==> src/rtl/life_run_controller.sv <==
`default_nettype none
// ============================================================================
// Module      : life_run_controller
// Description : Sequencer for an 8x8 Game-of-Life datapath. Loads a seed
//               (fixed pattern or LFSR), paces generations with a tick
//               divider, supports pause and single-step, counts generations
//               and halts on extinction, still life or a generation limit.
// Ports       : clk, reset (async, active-high)
//               start/stop/step  - run control
//               use_lfsr, seed, lfsr_value - seed selection
//               grid             - current datapath grid (registered)
//               load_en/load_data, evolve_en - datapath strobes
//               gen_count, running, halted, halt_code - status
// Revision    : 1.0 - initial release
// ============================================================================
module life_run_controller #(
    parameter int GRID_W   = 64,
    parameter int TICK_DIV = 4,
    parameter int GEN_W    = 16,
    parameter int MAX_GEN  = 0
) (
    input  logic              clk,
    input  logic              reset,
    input  logic              start,
    input  logic              stop,
    input  logic              step,
    input  logic              use_lfsr,
    input  logic [GRID_W-1:0] seed,
    input  logic [GRID_W-1:0] lfsr_value,
    input  logic [GRID_W-1:0] grid,
    output logic              load_en,
    output logic [GRID_W-1:0] load_data,
    output logic              evolve_en,
    output logic [GEN_W-1:0]  gen_count,
    output logic              running,
    output logic              halted,
    output logic [1:0]        halt_code
);

    localparam int c_tick_w = (TICK_DIV > 1) ? $clog2(TICK_DIV) : 1;
    localparam logic [c_tick_w-1:0] c_tick_last = c_tick_w'(TICK_DIV - 1);
    localparam logic [GEN_W-1:0]    c_max_gen   = GEN_W'(MAX_GEN);
    localparam logic                c_limit_en  = (MAX_GEN != 0);

    localparam logic [2:0] c_st_idle  = 3'd0;
    localparam logic [2:0] c_st_load  = 3'd1;
    localparam logic [2:0] c_st_run   = 3'd2;
    localparam logic [2:0] c_st_check = 3'd3;
    localparam logic [2:0] c_st_pause = 3'd4;
    localparam logic [2:0] c_st_halt  = 3'd5;

    localparam logic [1:0] c_code_none  = 2'b00;
    localparam logic [1:0] c_code_empty = 2'b01;
    localparam logic [1:0] c_code_still = 2'b10;
    localparam logic [1:0] c_code_limit = 2'b11;

    logic [2:0]          r_state;
    logic [c_tick_w-1:0] r_tick;
    logic [GRID_W-1:0]   r_prev_grid;
    logic [GRID_W-1:0]   r_load_data;
    logic [GEN_W-1:0]    r_gen_count;
    logic [1:0]          r_halt_code;
    logic                r_from_pause;   // CHECK returns to PAUSE when set

    logic [2:0]          w_next_state;
    logic                w_load;
    logic                w_evolve;
    logic                w_tick_last;
    logic                w_grid_empty;
    logic                w_grid_still;
    logic                w_limit_hit;
    logic [GEN_W-1:0]    w_gen_inc;

    assign w_tick_last  = (r_tick == c_tick_last);
    assign w_grid_empty = (grid == '0);
    assign w_grid_still = (grid == r_prev_grid);
    assign w_limit_hit  = c_limit_en && (r_gen_count == c_max_gen);
    // Saturate at all-ones rather than wrapping back to zero.
    assign w_gen_inc    = (&r_gen_count) ? r_gen_count : r_gen_count + 1'b1;

    // Next-state and strobe decode
    always_comb begin
        w_next_state = r_state;
        w_load       = 1'b0;
        w_evolve     = 1'b0;
        case (r_state)
            c_st_idle: begin
                if (start) w_next_state = c_st_load;
            end
            c_st_load: begin
                w_load       = 1'b1;
                w_next_state = (r_load_data == '0) ? c_st_halt : c_st_run;
            end
            c_st_run: begin
                // stop wins over the tick: no evolve in the pausing cycle
                if (stop) begin
                    w_next_state = c_st_pause;
                end else if (w_tick_last) begin
                    w_evolve     = 1'b1;
                    w_next_state = c_st_check;
                end
            end
            c_st_check: begin
                if (w_grid_empty || w_grid_still || w_limit_hit)
                    w_next_state = c_st_halt;
                else
                    w_next_state = r_from_pause ? c_st_pause : c_st_run;
            end
            c_st_pause: begin
                if (start) begin
                    w_next_state = c_st_run;
                end else if (step) begin
                    w_evolve     = 1'b1;
                    w_next_state = c_st_check;
                end
            end
            c_st_halt: begin
                if (start) w_next_state = c_st_load;
            end
            default: w_next_state = c_st_idle;
        endcase
    end

    // State and bookkeeping registers
    always_ff @(posedge clk or posedge reset) begin
        if (reset) begin
            r_state      <= c_st_idle;
            r_tick       <= '0;
            r_prev_grid  <= '0;
            r_load_data  <= '0;
            r_gen_count  <= '0;
            r_halt_code  <= c_code_none;
            r_from_pause <= 1'b0;
        end else begin
            r_state <= w_next_state;
            case (r_state)
                c_st_idle, c_st_halt: begin
                    if (start) r_load_data <= use_lfsr ? lfsr_value : seed;
                end
                c_st_load: begin
                    r_gen_count <= '0;
                    r_tick      <= '0;
                    r_halt_code <= (r_load_data == '0) ? c_code_empty : c_code_none;
                end
                c_st_run: begin
                    if (!stop) begin
                        if (w_tick_last) begin
                            r_tick       <= '0;
                            r_from_pause <= 1'b0;
                        end else begin
                            r_tick <= r_tick + 1'b1;
                        end
                    end
                end
                c_st_check: begin
                    if (w_grid_empty)      r_halt_code <= c_code_empty;
                    else if (w_grid_still) r_halt_code <= c_code_still;
                    else if (w_limit_hit)  r_halt_code <= c_code_limit;
                end
                c_st_pause: begin
                    if (!start && step) begin
                        r_tick       <= '0;
                        r_from_pause <= 1'b1;
                    end
                end
                default: ;
            endcase
            if (w_evolve) begin
                r_prev_grid <= grid;
                r_gen_count <= w_gen_inc;
            end
        end
    end

    assign load_en   = w_load;
    assign evolve_en = w_evolve;
    assign load_data = r_load_data;
    assign gen_count = r_gen_count;
    assign halt_code = r_halt_code;
    assign halted    = (r_state == c_st_halt);
    assign running   = (r_state == c_st_run) ||
                       ((r_state == c_st_check) && !r_from_pause);

endmodule
`default_nettype wire

==> config.mk <==
export PLATFORM = sky130hd
export DESIGN_NAME = life_run_controller
export DESIGN_NICKNAME = d
export VERILOG_FILES = /design/src/rtl/life_run_controller.sv
export SDC_FILE = /design/constraint.sdc
export NUM_CORES = 1
export LEC_CHECK = 0
export ABC_AREA = 0
export BUFFER_PORTS_ARGS = -buffer_cell sky130_fd_sc_hd__buf_2
export CAP_MARGIN = 20
export CORE_ASPECT_RATIO = 0.5
export CORE_UTILIZATION = 46
export DETAILED_ROUTE_END_ITERATION = 16
export PLACE_DENSITY_LB_ADDON = 0.12
export SYNTH_ARGS = -nofsm -noshare
export SYNTH_HDL_FRONTEND = slang
export SYNTH_SLANG_ARGS = --single-unit
export TNS_END_PERCENT = 30
==> constraint.sdc <==
create_clock -name clk -period 13.9 [get_ports clk]
set_input_delay 1.39 -clock clk [delete_from_list [all_inputs] [get_ports clk]]
set_output_delay 1.39 -clock clk [all_outputs]
set_load 0.01 [all_outputs]
==> impl_metrics.env <==
export IMPL_portBuffers=283
export IMPL_yosys_warnings=0
export IMPL_required_ns=12.51
export IMPL_ys_ff_latch=152
export IMPL_finalSetupTns_ns=0
export IMPL_cts_setup_buffers=0
export IMPL_critPathKind="input pin to output pin"
export IMPL_place_congestion=0.839
export IMPL_cts_root_buf="clkbuf_16"
export IMPL_power_density_mw_per_mm2=191
export IMPL_core_area_sq_mm=0.0158
export IMPL_yosysSeqAreaShare=0.497
export IMPL_synth_edf_count=0
export IMPL_firstDrtPassIters=4
export IMPL_syn_avg_cell_area_sq_um=11.0
export IMPL_viasPerCell=5.31
export IMPL_cts_tree="built"
export IMPL_async_flop_share=1.00
export IMPL_initial_core_util=0.484
export IMPL_ant_nets=0
export IMPL_relSlewSlack=0.298
export IMPL_critPathMaxFanout=71
export IMPL_antenna_found_initial=3
export IMPL_skew_ns=0.00963
export IMPL_drv_cap=0
export IMPL_wirelength_um=20800
export IMPL_cts_htree_levels=4
export IMPL_final_util=0.624
export IMPL_insertion_delay_ns=0.41
export IMPL_cts_sinks=152
export IMPL_final_min_clock_period_ns=4.55
export IMPL_drive_above_1_share=0.401
export IMPL_hold_buffers=0
export IMPL_area_delta_synth_final_pct=28.9
export IMPL_clkTransAtPathRegs_ns=0.06
export IMPL_rsz0062_at_grt="no"
export IMPL_netlist_instances=697
export IMPL_vias=6389
export IMPL_rows=32
export IMPL_setup_viol=0
export IMPL_syn_area_sq_mm=0.00765
export IMPL_tightest_slew_ns=1.05
export IMPL_nFillCells=1371
export IMPL_overflow=0
export IMPL_grt_max_degree=129
export IMPL_status="finished clean"
export IMPL_grt_pass1_vias=6205
export IMPL_die_area_sq_mm=0.0172
export IMPL_routed_wire_length_per_instance_um=17.3
export IMPL_ir_drop_mv=0.0940
export IMPL_finalCritPeriodShare=0.327
export IMPL_hold_viol_final=0
export IMPL_cellLeakagePower_nw=4.49
export IMPL_multiInputGateArea_sq_mm=0.00368
export IMPL_final_max_slew_viol_count=0
export IMPL_area_sequential_sq_mm=0.00380
export IMPL_fmax_mhz=220
export IMPL_synth_ff_type="dfrtp_1"
export IMPL_final_nets=1168
export IMPL_cts_inserted_buffers=17
export IMPL_cts_path_max_buffers=2
export IMPL_dpl_hpwl_um=15500
export IMPL_power_mw=1.89
export IMPL_io_pin_count=284
export IMPL_drc_errors=0
export IMPL_dieHeight_um=93.2
export IMPL_grt_pass1_wl_um=32500
export IMPL_die_w_um=184
export IMPL_drt_first_iter_violations=329
export IMPL_cp_start_kind="input pin"
export IMPL_syn_nets=897
export IMPL_crit_arrival_ns=3.16
export IMPL_synth_distinct_cells=48
export IMPL_endpoint_kind="output pin"
export IMPL_cts_resized=0
export IMPL_track_usage=0.247
export IMPL_hp_class="register to register"
## path summary, 6_finish.rpt
check / start / end / slack, ns / cells past startpoint
min: r_prev_grid[56] / r_prev_grid[56] / 0.53 / 1
min in group asynchronous: reset / r_prev_grid[17] / 1.12 / 2
max: stop / evolve_en / 9.35 / 5
max in group asynchronous: reset / r_prev_grid[43] / 11.37 / 3
min reg2reg: r_prev_grid[56] / r_prev_grid[56] / 0.53 / 1
max reg2reg: r_state[0] / gen_count[12] / 11.08 / 6
## cell usage in the layout (no fill, tap or decap), drive strengths merged, types with 2 or more instances in the layout
master      n
o31ai       6
ha          2
xnor2      67
a2bb2oi     2
nand4      27
inv         7
a21o        2
clkbuf     22
nor3        2
nand2      16
or4b        3
a22o        3
nor4       38
and4        2
nand3       9
bufinv      2
mux2i      65
mux2       65
nor2b       5
a21oi      75
or4         6
dfrtp     152
o41ai       4
nor2       73
clkinvlp    4
o21ai      12
buf       287
clkinv      4
## critical path: stages
cell     delay [ns]
buf_2          0.13
nor4b_2        0.41
a22o_2         0.23
buf_4          0.67
buf_2          0.27
## synthesized netlist by cell type, types with 2 or more instances
master     count  share of area
o21ai_0       12         0.0078
or4_1          6         0.0059
buf_1          7         0.0034
mux2i_1       65          0.085
a21o_1         2         0.0020
nor2_1        73          0.036
nand4_1       27          0.022
ha_1           2         0.0033
and4_1         2         0.0023
clkbuf_1      18         0.0088
a2bb2oi_1      2         0.0023
nand3_1        9         0.0059
mux2_2        65          0.096
nand2_1       16         0.0078
a22o_1         3         0.0034
o31ai_1        6         0.0059
nor3_1         2         0.0013
nor2b_1        5         0.0041
nor4_1        38          0.031
xnor2_1       67          0.077
inv_1          5         0.0025
buf_2          9         0.0059
or4b_1         3         0.0039
o41ai_1        4         0.0046
dfrtp_1      152           0.50
a21oi_1       75          0.049
## state kept, by name, indices dropped and copies added, names as in the netlist
| name | cells |
|---|---|
| r_state | 3 |
| halt_code | 2 |
| r_tick | 2 |
| r_from_pause | 1 |
| r_prev_grid | 64 |
| gen_count | 16 |
| load_data | 64 |
## cell type report
class,instances,area share
diodes,1,0.000254
clock buffers,22,0.0491
clock inverters,10,0.0119
inverters,7,0.00393
multi-input cells,503,0.373
flip-flops and latches,152,0.386
well taps,221,0.0280
repair buffers,287,0.148
## per-layer routing
metal | vias up | global-route usage | wire, um
li1 | 3089 | - | -
met1 | 3101 | 0.330 | 9510
met2 | 179 | 0.389 | 9580
met3 | 18 | 0.0790 | 1430
met4 | 2 | 0.0604 | 260
met5 | - | 0 | 13
## metrics by stage
stage | setup slack [ns] | instance area [sq um] | hold slack, ns | std cells
2_1_floorplan | 8.42 | 7650 | 0.470 | 697
3_3_place_gp | 9.41 | 9240 | 0.492 | 1169
3_5_place_dp | 9.36 | 9240 | 0.517 | 1169
4_1_cts | 9.37 | 9840 | 0.531 | 1201
5_1_grt | 9.19 | 9860 | 0.537 | 1202
6_report | 9.35 | 9860 | 0.526 | 1203
## where the power goes
group	switching [mW]	total [mW]	leakage [nW]	internal [mW]
combinational	0.318	0.630	2.37	0.312
sequential	0.149	0.784	1.83	0.635
clock	0.187	0.471	0.285	0.284
total	0.654	1.89	4.49	1.23
## logic make-up (layout without fill, tap and decap cells)
kind of cell               after synthesis  count (layout)  synth area share
AOI/OAI and AO/OA                      114             114            0.0873
xor gates and xnor gates                68              68            0.0778
adders and majority gates                2               2           0.00327
buffers and inverters                   42             326            0.0240
DFF                                    152             152             0.497
muxes                                  130             130             0.181
other                                    0               1                 0
and+or+nand+nor                        189             189             0.130
(Power assumes the default switching activity.)
